`config.mk`:
```
export PLATFORM = sky130hd
export DESIGN_NAME = pwm_duty_decoder_flat
export DESIGN_NICKNAME = d
export VERILOG_FILES = /design/src/rtl/pwm_duty_decoder_if.sv /design/src/rtl/pwm_duty_decoder.sv /design/src/flat_wrapper.sv
export SDC_FILE = /design/constraint.sdc
export NUM_CORES = 1
export LEC_CHECK = 0
export ABC_AREA = 0
export CAP_MARGIN = 20
export CORE_ASPECT_RATIO = 0.7
export CORE_UTILIZATION = 40
export CTS_CLUSTER_SIZE = 14
export DETAILED_ROUTE_END_ITERATION = 6
export SYNTH_ARGS = -nofsm -noshare
export SYNTH_HDL_FRONTEND = slang
export SYNTH_SLANG_ARGS = --single-unit
```
`constraint.sdc`:
```
create_clock -name clk -period 3.35 [get_ports clk]
set_input_delay 0.8375 -clock clk [delete_from_list [all_inputs] [get_ports clk]]
set_output_delay 0.8375 -clock clk [all_outputs]
set_load 0.01 [all_outputs]
```
`src/rtl/pwm_duty_decoder_if.sv`:
```
// Signal bundle for pwm_duty_decoder: PWM input plus the measurement results.
interface pwm_duty_decoder_if #(
  parameter int CNT_WIDTH = 12
);
  logic                 pwm_in;
  logic [CNT_WIDTH-1:0] duty;
  logic [CNT_WIDTH-1:0] period;
  logic                 valid;
  logic                 stuck;
  logic                 stuck_level;

  modport master (
    output pwm_in,
    input  duty, period, valid, stuck, stuck_level
  );

  modport slave (
    input  pwm_in,
    output duty, period, valid, stuck, stuck_level
  );
endinterface

```
`src/rtl/pwm_duty_decoder.sv`:
```
// Recovers high time and period of one PWM input; flags stuck 0%/100% inputs.
// Optional macro PWM_DECODE_GLITCH_FILTER_EN adds a 3-cycle deglitch stage.
module pwm_duty_decoder #(
  parameter int PWM_INTERVAL = 1800,
  parameter int CNT_WIDTH    = 12,
  parameter int TIMEOUT      = 2 * PWM_INTERVAL
) (
  input logic              clk,
  input logic              rst,
  pwm_duty_decoder_if.slave bus
);

  localparam logic [CNT_WIDTH-1:0] CNT_MAX    = '1;
  localparam logic [CNT_WIDTH-1:0] TIMEOUT_C  = CNT_WIDTH'(TIMEOUT);
  localparam logic [CNT_WIDTH-1:0] INTERVAL_C = CNT_WIDTH'(PWM_INTERVAL);
  localparam logic [CNT_WIDTH-1:0] CNT_ONE    = CNT_WIDTH'(1);

  typedef enum logic [1:0] {SYNC, HIGH, LOW} state_t;

  state_t               state;
  state_t               state_next;
  logic                 s1, s2, s3;
  logic                 lvl;
  logic                 rise, fall;
  logic                 timeout;
  logic                 take_meas;
  logic                 take_timeout;
  logic [CNT_WIDTH-1:0] period_cnt;
  logic [CNT_WIDTH-1:0] high_cnt;
  logic [CNT_WIDTH-1:0] duty_q;
  logic [CNT_WIDTH-1:0] period_q;
  logic                 valid_q;
  logic                 stuck_q;
  logic                 stuck_level_q;

  always_ff @(posedge clk) begin
    if (rst) begin
      s1 <= 1'b0;
      s2 <= 1'b0;
      s3 <= 1'b0;
    end else begin
      s1 <= bus.pwm_in;
      s2 <= s1;
      s3 <= lvl;
    end
  end

`ifdef PWM_DECODE_GLITCH_FILTER_EN
  logic       filt;
  logic [1:0] run;

  // filt follows s2 only once s2 has disagreed with it for 3 consecutive samples
  always_ff @(posedge clk) begin
    if (rst) begin
      filt <= 1'b0;
      run  <= '0;
    end else if (s2 != filt) begin
      if (run == 2'd2) begin
        filt <= s2;
        run  <= '0;
      end else begin
        run <= run + 2'd1;
      end
    end else begin
      run <= '0;
    end
  end

  assign lvl = filt;
`else
  assign lvl = s2;
`endif

  assign rise = lvl & ~s3;
  assign fall = ~lvl & s3;

  // Holding period_cnt at TIMEOUT and gating on stuck gives exactly one timeout strobe
  assign timeout = (period_cnt == TIMEOUT_C) && !rise && !stuck_q;

  always_ff @(posedge clk) begin
    if (rst) begin
      period_cnt <= '0;
      high_cnt   <= '0;
    end else if (rise) begin
      period_cnt <= CNT_ONE;
      high_cnt   <= CNT_ONE;
    end else begin
      if (period_cnt != TIMEOUT_C && period_cnt != CNT_MAX)
        period_cnt <= period_cnt + CNT_ONE;
      if (lvl && high_cnt != CNT_MAX)
        high_cnt <= high_cnt + CNT_ONE;
    end
  end

  always_ff @(posedge clk) begin
    if (rst) state <= SYNC;
    else     state <= state_next;
  end

  always_comb begin
    state_next   = state;
    take_meas    = 1'b0;
    take_timeout = 1'b0;
    if (rise) begin
      state_next = HIGH;
      take_meas  = (state != SYNC);
    end else if (timeout) begin
      state_next   = SYNC;
      take_timeout = 1'b1;
    end else if (state == HIGH && fall) begin
      state_next = LOW;
    end
  end

  always_ff @(posedge clk) begin
    if (rst) begin
      duty_q        <= '0;
      period_q      <= '0;
      valid_q       <= 1'b0;
      stuck_q       <= 1'b0;
      stuck_level_q <= 1'b0;
    end else begin
      valid_q <= take_meas | take_timeout;
      if (take_meas) begin
        duty_q   <= high_cnt;
        period_q <= period_cnt;
      end
      if (take_timeout) begin
        duty_q        <= s2 ? INTERVAL_C : '0;
        period_q      <= INTERVAL_C;
        stuck_q       <= 1'b1;
        stuck_level_q <= s2;
      end
      if (rise) stuck_q <= 1'b0;
    end
  end

  assign bus.duty        = duty_q;
  assign bus.period      = period_q;
  assign bus.valid       = valid_q;
  assign bus.stuck       = stuck_q;
  assign bus.stuck_level = stuck_level_q;

endmodule

```
`src/flat_wrapper.sv`:
```
// flat-port wrapper written by rule: the top's interface ports become plain ports
module pwm_duty_decoder_flat 
#(
  parameter int PWM_INTERVAL = 1800,
  parameter int CNT_WIDTH    = 12,
  parameter int TIMEOUT      = 2 * PWM_INTERVAL
)
  (clk, rst, bus_pwm_in, bus_duty, bus_period, bus_valid, bus_stuck, bus_stuck_level);
  pwm_duty_decoder_if #(.CNT_WIDTH(CNT_WIDTH)) bus_i ();
  input logic clk;
  input logic rst;
  input wire logic [$bits(bus_i.pwm_in)-1:0] bus_pwm_in;
  output wire logic [$bits(bus_i.duty)-1:0] bus_duty;
  output wire logic [$bits(bus_i.period)-1:0] bus_period;
  output wire logic [$bits(bus_i.valid)-1:0] bus_valid;
  output wire logic [$bits(bus_i.stuck)-1:0] bus_stuck;
  output wire logic [$bits(bus_i.stuck_level)-1:0] bus_stuck_level;
  assign bus_i.pwm_in = bus_pwm_in;
  assign bus_duty = bus_i.duty;
  assign bus_period = bus_i.period;
  assign bus_valid = bus_i.valid;
  assign bus_stuck = bus_i.stuck;
  assign bus_stuck_level = bus_i.stuck_level;
  pwm_duty_decoder #(.PWM_INTERVAL(PWM_INTERVAL), .CNT_WIDTH(CNT_WIDTH), .TIMEOUT(TIMEOUT)) u_core (.clk(clk), .rst(rst), .bus(bus_i));
endmodule
```
## Word-level counts from Yosys, hierarchy flattened

Index checks and enable logic that the tools add are counted.
Widths: inputs -> output; s select.

- Bits of input ports: 3
- Flip-flop bits (word level): 56
- Output and inout port bits: 27
- Logic and storage cells: 57

- Reductions and logical operators: 15
- Muxes and demuxes: 15
- Bitwise gates (word level): 5
- $add $sub $neg: 2
- Equality and inequality tests: 5

Operators by type and width:

| cell | number |
|---|---|
| $ne 12x12->1 const B | 3 |
| $mux 11 | 3 |
| $add 12x1->12 const B | 2 |
| $mux 12 | 2 |
| $eq 12x12->1 const B | 1 |
| $mux 1 | 10 |
| $reduce_bool 2->1 | 4 |
| $logic_and 1x1->1 | 5 |
| $reduce_or 2->1 | 2 |
| $reduce_bool 3->1 | 1 |
| $reduce_or 3->1 | 1 |
| $and 1x1->1 | 2 |
| $eq 2x1->1 const B | 1 |
| $logic_not 1->1 | 2 |
| $not 1->1 | 2 |
| $or 1x1->1 | 1 |

## Longest topological paths before layout

Gate-level depths: netlist of run 1.

- Depth after elaboration: 8
- Gate-level depth with buffers: 7
- Gate-level depth less buffers: 6

## Worst setup path before layout of run 1

OpenSTA, ideal clock, no wires.

- Path type: input port to flip-flop
- From: in rst
- To: reg u_core.high_cnt[11]
- Library setup time: 101 ps
- Setup slack: 1,434 ps
- Buffers on the path: 2
- Arrival: 1,815 ps
- Stages: 5
- Required time: 3,249 ps
- Cell sequence: clkbuf_1 -> nor2_1 -> buf_2 -> o311ai_0 -> o41ai_1

- Word-level cells in the longest chain between the ends: 1

RTL lines:

| item | line | RTL |
|---|---|---|
| from (decl) | flat_wrapper.sv:11 | `input logic rst;` |
| $reduce_or 2->1 (no source line) | n/a |  |
| to (signal assigned) | pwm_duty_decoder.sv:91 | `high_cnt <= high_cnt + CNT_ONE;` |
| to (decl) | pwm_duty_decoder.sv:29 | `logic [CNT_WIDTH-1:0] high_cnt;` |

No other way between the ends.
A chain may end at the register's enable or synchronous reset.

## Worst setup path in the final report of run 1

- From: reg u_core.period_cnt[4]
- To: reg u_core.duty_q[2] (netlist: u_core.bus.duty[2])

- Word-level cells in the longest chain between the ends: 6
- Elaborated cells between the ends (all ways): 7
- Those cells by class: 1 x eq/ne; 3 x mux; 3 x reduce/logical

RTL lines:

| item | line | RTL |
|---|---|---|
| from (decl) | pwm_duty_decoder.sv:28 | `logic [CNT_WIDTH-1:0] period_cnt;` |
| from (signal assigned) | pwm_duty_decoder.sv:89 | `period_cnt <= period_cnt + CNT_ONE;` |
| $eq 12x12->1 * | pwm_duty_decoder.sv:78 | `assign timeout = (period_cnt == TIMEOUT_C) && !rise && !stuck_q;` |
| $logic_and 1x1->1 * (2 in series) | pwm_duty_decoder.sv:78 |  |
| $mux 1 * | pwm_duty_decoder.sv:107 | `end else if (timeout) begin` |
| $mux 1 * | pwm_duty_decoder.sv:104 | `if (rise) begin` |
| $mux 12 / $reduce_bool 2->1 (equally long branches) | n/a |  |
| to (signal assigned) | pwm_duty_decoder.sv:125 | `duty_q <= high_cnt;` |
| to (signal assigned) | pwm_duty_decoder.sv:129 | `duty_q <= s2 ? INTERVAL_C : '0;` |
| to (decl) | pwm_duty_decoder.sv:30 | `logic [CNT_WIDTH-1:0] duty_q;` |

Mark *: on every way between the ends. The rest lies on a longest branch, timed or not.

==> report_table.html, run 1 <==
<table>
<tr><th>Metric</th><th>Value</th></tr>
<tr><th colspan="2">Drt</th></tr>
<tr><td>Vias after detailed routing</td><td>2297</td></tr>
<tr><td>Post-route DRC violation count</td><td>0</td></tr>
<tr><td>Routed length on met2</td><td>2440 um</td></tr>
<tr><td>Topmost layer with routed signal wires</td><td>met4</td></tr>
<tr><td>Total wire length after detailed routing</td><td>6270 um</td></tr>
<tr><td>Met3 routed WL</td><td>between 400 and 500 um</td></tr>
<tr><td>DRT iter0 DRCs</td><td>157</td></tr>
<tr><td>Number of nets with antenna violations after detailed routing</td><td>0</td></tr>
<tr><td>Post-detailed-route via-to-cell ratio</td><td>approximately 5.6</td></tr>
<tr><td>Number of iterations in the first detailed-routing pass</td><td>5</td></tr>
<tr><td>WL met1</td><td>3300 um</td></tr>
<tr><td>Average detailed-routed wire length per instance</td><td>15.3 um</td></tr>
<tr><th colspan="2">Logic synthesis</th></tr>
<tr><td>Post-synth design cell area</td><td>roughly 0.0026 sq mm</td></tr>
<tr><td>Warning count from the yosys run</td><td>0</td></tr>
<tr><td>Cell type contributing the most total cell area after synthesis</td><td>sky130_fd_sc_hd__dfxtp_1</td></tr>
<tr><td>Gate count of the mapped netlist</td><td>slightly above 300</td></tr>
<tr><td>Most used flip-flop cell after synthesis</td><td>sky130_fd_sc_hd__dfxtp_1</td></tr>
<tr><td>Number of synthesized flops with an enable pin</td><td>0</td></tr>
<tr><td>Synthesized area per cell</td><td>8.35 sq um</td></tr>
<tr><td>Count of distinct cell types in the synthesized netlist</td><td>50</td></tr>
<tr><td>Share of synthesized flip-flops with an asynchronous set or reset</td><td>0</td></tr>
<tr><td>Number of nets in the synthesized netlist</td><td>approximately 310</td></tr>
<tr><td>Part of the Yosys area used for sequential elements</td><td>0.439</td></tr>
<tr><td>Flip-flop and latch count after synthesis</td><td>56</td></tr>
<tr><td>Post-synth top area share</td><td>0.439</td></tr>
<tr><td>Synth top area cells</td><td>sky130_fd_sc_hd__dfxtp_1, sky130_fd_sc_hd__nand2_1, sky130_fd_sc_hd__a21oi_1</td></tr>
<tr><th colspan="2">Floorplanning</th></tr>
<tr><td>Total I/O pin count</td><td>30</td></tr>
<tr><td>Area of the core</td><td>roughly 0.006 sq mm</td></tr>
<tr><td># rows</td><td>23</td></tr>
<tr><td>Chip Width</td><td>around 98 um</td></tr>
<tr><td>Starting density of the core</td><td>0.431</td></tr>
<tr><td>Die area</td><td>roughly 0.0067 sq mm</td></tr>
<tr><td>Overall die height</td><td>a little under 70 um</td></tr>
<tr><th colspan="2">Critical path</th></tr>
<tr><td>Depth of the worst register-to-register path</td><td>4</td></tr>
<tr><td>Critical path start-end classification</td><td>register to register</td></tr>
<tr><td>Cells along the critical path</td><td>nor4b_4 -&gt; nand3_1 -&gt; o21ai_2 -&gt; a21oi_1</td></tr>
<tr><td>R2R Setup Slk</td><td>approximately 1.1 ns</td></tr>
<tr><td>Sum of buffers and inverters on the critical path</td><td>0</td></tr>
<tr><td>Peak per-stage delay on the critical path</td><td>~0.74 ns</td></tr>
<tr><td>Type of element capturing the critical path</td><td>register</td></tr>
<tr><td>Crit-path leading delay family</td><td>compound AO/OA/AOI/OAI gates</td></tr>
<tr><td>Highest net fanout along the worst path</td><td>16</td></tr>
<tr><td>Data required time of the worst path</td><td>3.52 ns</td></tr>
<tr><td>Number of cells on the critical path</td><td>4</td></tr>
<tr><td>Startpoint type of the worst setup path</td><td>register</td></tr>
<tr><td>Critical Path Slowest Stage Cell</td><td>sky130_fd_sc_hd__o21ai_2</td></tr>
<tr><td>Arrival time of data at the critical path endpoint</td><td>around 2.5 ns</td></tr>
<tr><th colspan="2">Clocking</th></tr>
<tr><td>Maximum clock insertion buffer count</td><td>2</td></tr>
<tr><td>Clock H-tree levels</td><td>2</td></tr>
<tr><td>Clock buffer count from CTS</td><td>5</td></tr>
<tr><td>Clock slew at the register clock pins of the worst setup and hold paths</td><td>between 0.1 and 0.15 ns</td></tr>
<tr><td>CTS root buf</td><td>sky130_fd_sc_hd__clkbuf_8</td></tr>
<tr><td>CTS tree</td><td>done</td></tr>
<tr><td>Number of buffers inserted to repair setup after CTS</td><td>0</td></tr>
<tr><td>Post-CTS sizing</td><td>0</td></tr>
<tr><td>Number of hold buffers added after CTS</td><td>0</td></tr>
<tr><td>Clock latency reported for the late side of the worst-skew pair</td><td>roughly 0.32 ns</td></tr>
<tr><td>Clock sink count</td><td>56</td></tr>
<tr><th colspan="2">Global routing</th></tr>
<tr><td>Initial antenna violation count</td><td>0</td></tr>
<tr><td>Largest net degree at the start of global routing</td><td>20</td></tr>
<tr><td>Aggregate global-route resource usage</td><td>0.200</td></tr>
<tr><td>Vias in the first global route</td><td>between 1500 and 2000</td></tr>
<tr><td>Global-route wire length before repair</td><td>slightly above 10000 um</td></tr>
<tr><td>Residual overflow from global routing</td><td>0</td></tr>
<tr><th colspan="2">Finish</th></tr>
<tr><td>Final core occ</td><td>0.506</td></tr>
<tr><td>Cell area after layout</td><td>0.00300 sq mm</td></tr>
<tr><td>Non-filler instance count after layout</td><td>just over 400</td></tr>
<tr><td>Area growth syn-to-layout</td><td>17.4%</td></tr>
<tr><td>Most frequent cells in the layout</td><td>sky130_fd_sc_hd__nand2_1, sky130_fd_sc_hd__dfxtp_1, sky130_fd_sc_hd__a21oi_1</td></tr>
<tr><td>Number of inserted diodes</td><td>0</td></tr>
<tr><td>Layout cell share with drive strength beyond 1</td><td>0.0719</td></tr>
<tr><td>Post-layout nets</td><td>around 340</td></tr>
<tr><td>Leading cell type in the layout, fill and taps excluded</td><td>sky130_fd_sc_hd__nand2_1</td></tr>
<tr><th colspan="2">Pwr</th></tr>
<tr><td>LEAKAGE</td><td>around 0.98 nW</td></tr>
<tr><td>Total design power</td><td>between 1 and 1.5 mW</td></tr>
<tr><td>Power density relative to cell area</td><td>~380 mW/mm^2</td></tr>
<tr><td>Worst VDD drop</td><td>between 0.15 and 0.2 mV</td></tr>
<tr><th colspan="2">STA</th></tr>
<tr><td>Achievable Freq</td><td>roughly 440 MHz</td></tr>
<tr><td>Final clock period utilization by the worst path</td><td>0.680</td></tr>
<tr><td>Unrepaired setup endpoints after global routing</td><td>false</td></tr>
<tr><td>Final critical path time including I/O delays and setup</td><td>~2.3 ns</td></tr>
<tr><td>Pin slew with the least headroom to its limit</td><td>approximately 0.97 ns</td></tr>
<tr><td>Final critical-path setup slack</td><td>approximately 1.1 ns</td></tr>
<tr><td>Final hold vios</td><td>0</td></tr>
<tr><td>Hold_ws</td><td>~0.45 ns</td></tr>
<tr><td>Final-report max-slew violation count</td><td>0</td></tr>
<tr><td>Setup-violating endpoint count in the final report</td><td>0</td></tr>
<tr><td>Final Skew</td><td>around 0.0084 ns</td></tr>
<tr><td>Slew Limit Headroom</td><td>0.346</td></tr>
<tr><td>Post-route setup TNS</td><td>0 ns</td></tr>
<tr><th colspan="2">Placement</th></tr>
<tr><td># port buffers</td><td>29</td></tr>
<tr><td>DP Wirelength</td><td>around 4600 um</td></tr>
<tr><td>Last weighted congestion value of the routability-driven placer</td><td>0.892</td></tr>
<tr><td>Inst Count DP</td><td>around 400</td></tr>
<tr><td>Area after detailed placement</td><td>0.00290 sq mm</td></tr>
<tr><td>Pre-CTS setup slack</td><td>between 0.8 and 0.9 ns</td></tr>
<tr><th colspan="2">Outcome</th></tr>
<tr><td>Outcome</td><td>finished clean</td></tr>
<tr><th colspan="2">Min path</th></tr>
<tr><td>Path category of the worst min-delay check</td><td>register to register</td></tr>
<tr><td>Hold Path Depth</td><td>1</td></tr>
<tr><th colspan="2">Run</th></tr>
<tr><td>Max-capacitance violation count</td><td>0</td></tr>
</table>
-- final timing paths --
kind / start / to
max: u_core.period_cnt[4]$_SDFFE_PP0P_ / u_core.bus.duty[2]$_SDFFE_PP0P_
min: u_core.s1$_SDFF_PP0_ / u_core.lvl$_SDFF_PP0_
max reg2reg: u_core.period_cnt[4]$_SDFFE_PP0P_ / u_core.bus.duty[2]$_SDFFE_PP0P_
min reg2reg: u_core.s1$_SDFF_PP0_ / u_core.lvl$_SDFF_PP0_
-- layer usage --
metal / vias up / global-route usage
met5: - / 0
met4: 0 / 0.0662
li1: 1169 / -
met2: 88 / 0.280
met1: 1038 / 0.303
met3: 2 / 0.0383
-- flip-flops by register name, indices dropped and copies added, names as in the netlist, 2 cells and up --
register           count
u_core.state           2
u_core.period_cnt     12
u_core.high_cnt       12
u_core.bus.duty       12
u_core.bus.period     12
-- layout make-up --
type / count / area (sq um)
Fill cell: 563 / 2930
Multi-Input combinational cell: 222 / 1290
Sequential cell: 56 / 1120
Timing Repair Buffer: 37 / 350
Tap cell: 75 / 93.8
Clock buffer: 5 / 68.8
Inverter: 11 / 41.3
Clock inverter: 3 / 27.5
-- power breakdown --
part	total (mW)	internal, mW	switching (mW)
combinational	0.0623	0.0237	0.0386
sequential	0.684	0.673	0.0115
clock	0.398	0.154	0.244
-- synth_stat cells, types with 3 or more instances --
master,instances
sky130_fd_sc_hd__a211oi_1,4
sky130_fd_sc_hd__o21ai_0,10
sky130_fd_sc_hd__a21oi_1,30
sky130_fd_sc_hd__dfxtp_1,56
sky130_fd_sc_hd__o2111ai_1,4
sky130_fd_sc_hd__clkbuf_1,11
sky130_fd_sc_hd__ha_1,3
sky130_fd_sc_hd__and3_1,4
sky130_fd_sc_hd__o311ai_0,3
sky130_fd_sc_hd__o211ai_1,3
sky130_fd_sc_hd__a31oi_1,11
sky130_fd_sc_hd__nor2b_1,5
sky130_fd_sc_hd__nor2_1,9
sky130_fd_sc_hd__nand3_1,16
sky130_fd_sc_hd__nor3_1,6
sky130_fd_sc_hd__or3_1,6
sky130_fd_sc_hd__inv_1,11
sky130_fd_sc_hd__nor4_1,5
sky130_fd_sc_hd__nand2_1,63
sky130_fd_sc_hd__nand4_1,4
sky130_fd_sc_hd__mux2i_1,4
-- cell families (layout without fill, tap and decap cells) --
family / count (synthesis) / after routing / share of synthesized area
AND/OR/NAND/NOR: 131 / 131 / 0.264
AO/OA/AOI/OAI: 82 / 82 / 0.206
flip-flops: 56 / 56 / 0.439
buffers and inverters: 28 / 56 / 0.0539
multiplexers: 4 / 4 / 0.0157
adder cells (fa/ha/maj): 3 / 3 / 0.0147
XOR/XNOR: 2 / 2 / 0.00686
Note: power is estimated with default switching activity, not from simulation.
==> inputs of run 2 (changes only) <==
- clock period: 3.35 -> 2.3 ns (I/O delays scaled with it)
==> run 2 against run 1 <==
Compared with the run above:
- critical path depth grew 2
- register-to-register slack worse by 0.73 ns
- wire length rose by 3.4%
- total power up 54%
- sequential share of layout area down 1.2 points
- final cell count increased by 2.7%
- count of clock-buffer cells in the layout rose by 1
- combinational power grew 60%
- first-iteration DRC count is 32% higher
- clock power increased by 68%
- sequential cell count unchanged
- highest routed layer unchanged
- global-route usage up 0.86 points
- critical path type unchanged
==> report_table.html, run 2 (synthesis results as in run 1) <==
<table>
<tr><th>Metric</th><th>Value</th></tr>
<tr><th colspan="2">Critical path</th></tr>
<tr><td>Endpoint of the worst setup timing path</td><td>u_core.state[1]$_SDFFE_PP0P_ (was u_core.bus.duty[2]$_SDFFE_PP0P_)</td></tr>
<tr><td>R2R Setup Slk</td><td>0.34 ns (was 1.07 ns)</td></tr>
<tr><td>End of the worst register-to-register path</td><td>u_core.state[1]$_SDFFE_PP0P_ (was u_core.bus.duty[2]$_SDFFE_PP0P_)</td></tr>
<tr><td>Arrival time of data at the critical path endpoint</td><td>2.18 ns (was 2.45 ns)</td></tr>
<tr><td>Type of element capturing the critical path</td><td>register (unchanged)</td></tr>
<tr><td>Depth of the worst register-to-register path</td><td>6 (was 4)</td></tr>
<tr><td>Worst setup path start</td><td>u_core.period_cnt[0]$_SDFFE_PP0P_ (was u_core.period_cnt[4]$_SDFFE_PP0P_)</td></tr>
<tr><td>Data required time of the worst path</td><td>2.52 ns (was 3.52 ns)</td></tr>
<tr><td>Startpoint type of the worst setup path</td><td>register (unchanged)</td></tr>
<tr><td>Reg2reg start</td><td>u_core.period_cnt[0]$_SDFFE_PP0P_ (was u_core.period_cnt[4]$_SDFFE_PP0P_)</td></tr>
<tr><td>Highest net fanout along the worst path</td><td>9 (was 16)</td></tr>
<tr><td>Critical path start-end classification</td><td>register to register (unchanged)</td></tr>
<tr><th colspan="2">Finish</th></tr>
<tr><td>Layout cell share with drive strength beyond 1</td><td>0.0986 (was 0.0719)</td></tr>
<tr><td>Post-layout nets</td><td>350 (was 339)</td></tr>
<tr><td>Area growth syn-to-layout</td><td>21.2% (was 17.4%)</td></tr>
<tr><td>Final-layout fill cell count</td><td>587 (was 563)</td></tr>
<tr><td>Most frequent cells in the layout</td><td>sky130_fd_sc_hd__nand2_1, sky130_fd_sc_hd__dfxtp_1, sky130_fd_sc_hd__a21oi_1 (unchanged)</td></tr>
<tr><td>Final core occ</td><td>0.522 (was 0.506)</td></tr>
<tr><td>Leading cell type in the layout, fill and taps excluded</td><td>sky130_fd_sc_hd__nand2_1 (unchanged)</td></tr>
<tr><td>Number of inserted diodes</td><td>0 (unchanged)</td></tr>
<tr><th colspan="2">Global routing</th></tr>
<tr><td>Global-route wire length before repair</td><td>10900 um (was 10300 um)</td></tr>
<tr><td>Aggregate global-route resource usage</td><td>0.208 (was 0.200)</td></tr>
<tr><td>Largest net degree at the start of global routing</td><td>20 (unchanged)</td></tr>
<tr><td>Residual overflow from global routing</td><td>0 (unchanged)</td></tr>
<tr><td>Initial antenna violation count</td><td>0 (unchanged)</td></tr>
<tr><td>Vias in the first global route</td><td>2064 (was 1984)</td></tr>
<tr><th colspan="2">Placement</th></tr>
<tr><td>DP Wirelength</td><td>4790 um (was 4570 um)</td></tr>
<tr><td>Pre-CTS setup slack</td><td>0.225 ns (was 0.811 ns)</td></tr>
<tr><td># port buffers</td><td>29 (unchanged)</td></tr>
<tr><td>Last weighted congestion value of the routability-driven placer</td><td>0.852 (was 0.892)</td></tr>
<tr><th colspan="2">STA</th></tr>
<tr><td>Post-route setup TNS</td><td>0 ns (unchanged)</td></tr>
<tr><td>Achievable Freq</td><td>510 MHz (was 439 MHz)</td></tr>
<tr><td>Final Skew</td><td>0.00865 ns (was 0.00837 ns)</td></tr>
<tr><td>Final clock period utilization by the worst path</td><td>0.852 (was 0.680)</td></tr>
<tr><td>Final critical-path setup slack</td><td>0.341 ns (was 1.07 ns)</td></tr>
<tr><td>Pin slew with the least headroom to its limit</td><td>0.528 ns (was 0.970 ns)</td></tr>
<tr><td>Final hold vios</td><td>0 (unchanged)</td></tr>
<tr><td>Final-report max-slew violation count</td><td>0 (unchanged)</td></tr>
<tr><td>Unrepaired setup endpoints after global routing</td><td>false (unchanged)</td></tr>
<tr><td>Slew Limit Headroom</td><td>0.646 (was 0.346)</td></tr>
<tr><td>Setup-violating endpoint count in the final report</td><td>0 (unchanged)</td></tr>
<tr><td>Final critical path time including I/O delays and setup</td><td>1.96 ns (was 2.28 ns)</td></tr>
<tr><th colspan="2">Clocking</th></tr>
<tr><td>Number of hold buffers added after CTS</td><td>0 (unchanged)</td></tr>
<tr><td>Number of buffers inserted to repair setup after CTS</td><td>0 (unchanged)</td></tr>
<tr><td>CTS tree</td><td>done (unchanged)</td></tr>
<tr><td>Clock H-tree levels</td><td>2 (unchanged)</td></tr>
<tr><td>Clock sink count</td><td>56 (unchanged)</td></tr>
<tr><td>CTS root buf</td><td>sky130_fd_sc_hd__clkbuf_8 (unchanged)</td></tr>
<tr><td>Clock latency reported for the late side of the worst-skew pair</td><td>0.31 ns (was 0.32 ns)</td></tr>
<tr><td>Clock buffer count from CTS</td><td>5 (unchanged)</td></tr>
<tr><td>Post-CTS sizing</td><td>0 (unchanged)</td></tr>
<tr><td>Maximum clock insertion buffer count</td><td>2 (unchanged)</td></tr>
<tr><td>Clock slew at the register clock pins of the worst setup and hold paths</td><td>0.11 ns (about the same)</td></tr>
<tr><th colspan="2">Drt</th></tr>
<tr><td>Vias after detailed routing</td><td>2371 (was 2297)</td></tr>
<tr><td>Number of nets with antenna violations after detailed routing</td><td>0 (unchanged)</td></tr>
<tr><td>Average detailed-routed wire length per instance</td><td>15.4 um (was 15.3 um)</td></tr>
<tr><td>Post-route DRC violation count</td><td>0 (unchanged)</td></tr>
<tr><td>Total wire length after detailed routing</td><td>6490 um (was 6270 um)</td></tr>
<tr><td>DRT iter0 DRCs</td><td>208 (was 157)</td></tr>
<tr><td>Number of iterations in the first detailed-routing pass</td><td>4 (was 5)</td></tr>
<tr><td>Post-detailed-route via-to-cell ratio</td><td>5.65 (was 5.62)</td></tr>
<tr><th colspan="2">Floorplanning</th></tr>
<tr><td>Die area</td><td>0.00671 sq mm (unchanged)</td></tr>
<tr><td>Overall die height</td><td>68.9 um (unchanged)</td></tr>
<tr><td>Area of the core</td><td>0.00593 sq mm (unchanged)</td></tr>
<tr><td>Starting density of the core</td><td>0.431 (unchanged)</td></tr>
<tr><td>Chip Width</td><td>97.5 um (unchanged)</td></tr>
<tr><td># rows</td><td>23 (unchanged)</td></tr>
<tr><td>Total I/O pin count</td><td>30 (unchanged)</td></tr>
<tr><th colspan="2">Pwr</th></tr>
<tr><td>Power share of the clock group</td><td>0.379 (was 0.348)</td></tr>
<tr><td>LEAKAGE</td><td>1.05 nW (was 0.982 nW)</td></tr>
<tr><td>Total design power</td><td>1.77 mW (was 1.14 mW)</td></tr>
<tr><td>Logic pwr share</td><td>0.056 (was 0.054)</td></tr>
<tr><td>Sw power</td><td>0.416 mW (was 0.294 mW)</td></tr>
<tr><td>Power density relative to cell area</td><td>571 mW/mm^2 (was 382 mW/mm^2)</td></tr>
<tr><td>Net Sw Frac</td><td>0.236 (was 0.257)</td></tr>
<tr><td>Worst VDD drop</td><td>0.385 mV (was 0.195 mV)</td></tr>
<tr><td>Internal</td><td>1.35 mW (was 0.851 mW)</td></tr>
<tr><td>Power share of the sequential group</td><td>0.564 (was 0.598)</td></tr>
<tr><th colspan="2">Min path</th></tr>
<tr><td>Hold Path Depth</td><td>1 (unchanged)</td></tr>
<tr><td>Path category of the worst min-delay check</td><td>register to register (unchanged)</td></tr>
<tr><th colspan="2">Run</th></tr>
<tr><td>Max-capacitance violation count</td><td>0 (unchanged)</td></tr>
<tr><th colspan="2">Outcome</th></tr>
<tr><td>Outcome</td><td>finished clean (unchanged)</td></tr>
</table>
## run 2: cell count changes in the layout (fill, tap and decap cells not counted), sizes merged
cell      delta
clkbuf       +1
clkinvlp     -1
buf         +11
bufinv       +1
clkinv       -1
## run 2: layout make-up
type,count,area [sq um],area share
Multi-Input combinational cell,222,1290,0.418
Sequential cell,56,1120,0.362
Timing Repair Buffer,48,433,0.140
Tap cell,75,93.8,0.0303
Clock buffer,6,72.6,0.0234
Inverter,11,41.3,0.0133
Clock inverter,2,38.8,0.0125
## run 2: stage by stage
step	hold WS, ns	cells	cell area [sq um]
global placement	0.423	412	2980
global route	0.482	420	3100
CTS	0.456	420	3100
finish	0.452	420	3100
detailed placement	0.434	412	2980
floorplan	0.414	306	2550
## run 2: critical path, cell delays in order, from the launching register on
cell	delay, ns
sky130_fd_sc_hd__dfxtp_1	0.37
sky130_fd_sc_hd__inv_1	0.12
sky130_fd_sc_hd__ha_1	0.18
sky130_fd_sc_hd__nor4b_4	0.33
sky130_fd_sc_hd__nand2_2	0.12
sky130_fd_sc_hd__or3_1	0.54
sky130_fd_sc_hd__nor3b_1	0.20
## run 2: worst min-delay path by stage
| stage | endpoint | start |
|---|---|---|
| after floorplan | u_core.lvl$_SDFF_PP0_ | u_core.s1$_SDFF_PP0_ |
| after global placement | u_core.lvl$_SDFF_PP0_ | u_core.s1$_SDFF_PP0_ |
| after detailed placement | u_core.lvl$_SDFF_PP0_ | u_core.s1$_SDFF_PP0_ |
| after CTS | u_core.lvl$_SDFF_PP0_ | u_core.s1$_SDFF_PP0_ |
| after global routing | u_core.lvl$_SDFF_PP0_ | u_core.s1$_SDFF_PP0_ |
| final | u_core.lvl$_SDFF_PP0_ | u_core.s1$_SDFF_PP0_ |
## run 2: power by group through the flow
| stage | Sequential, mW | Combinational [mW] | Clock, mW |
|---|---|---|---|
| after detailed placement | 1.02 | 0.0977 | 0 |
| after global placement | 1.02 | 0.0954 | 0 |
| final | 0.998 | 0.0996 | 0.670 |
| after global routing | 1.00 | 0.110 | 0.715 |
| after CTS | 0.997 | 0.0985 | 0.677 |
| after floorplan | 1.01 | 0.0696 | 0 |
## run 2: metal layers
layer,part of all wire,wire length [um],global-route usage
met1,0.55,3560,0.330
met2,0.37,2400,0.286
met5,0,0,0
met3,0.076,490,0.0343
met4,0.0059,38,0.0496
==> inputs of run 3 (changes only) <==
- ABC_CLOCK_PERIOD_IN_PS: unset -> 2300
==> results of run 3 <==
Final layout, timing and power as in run 2 (identical DEF).
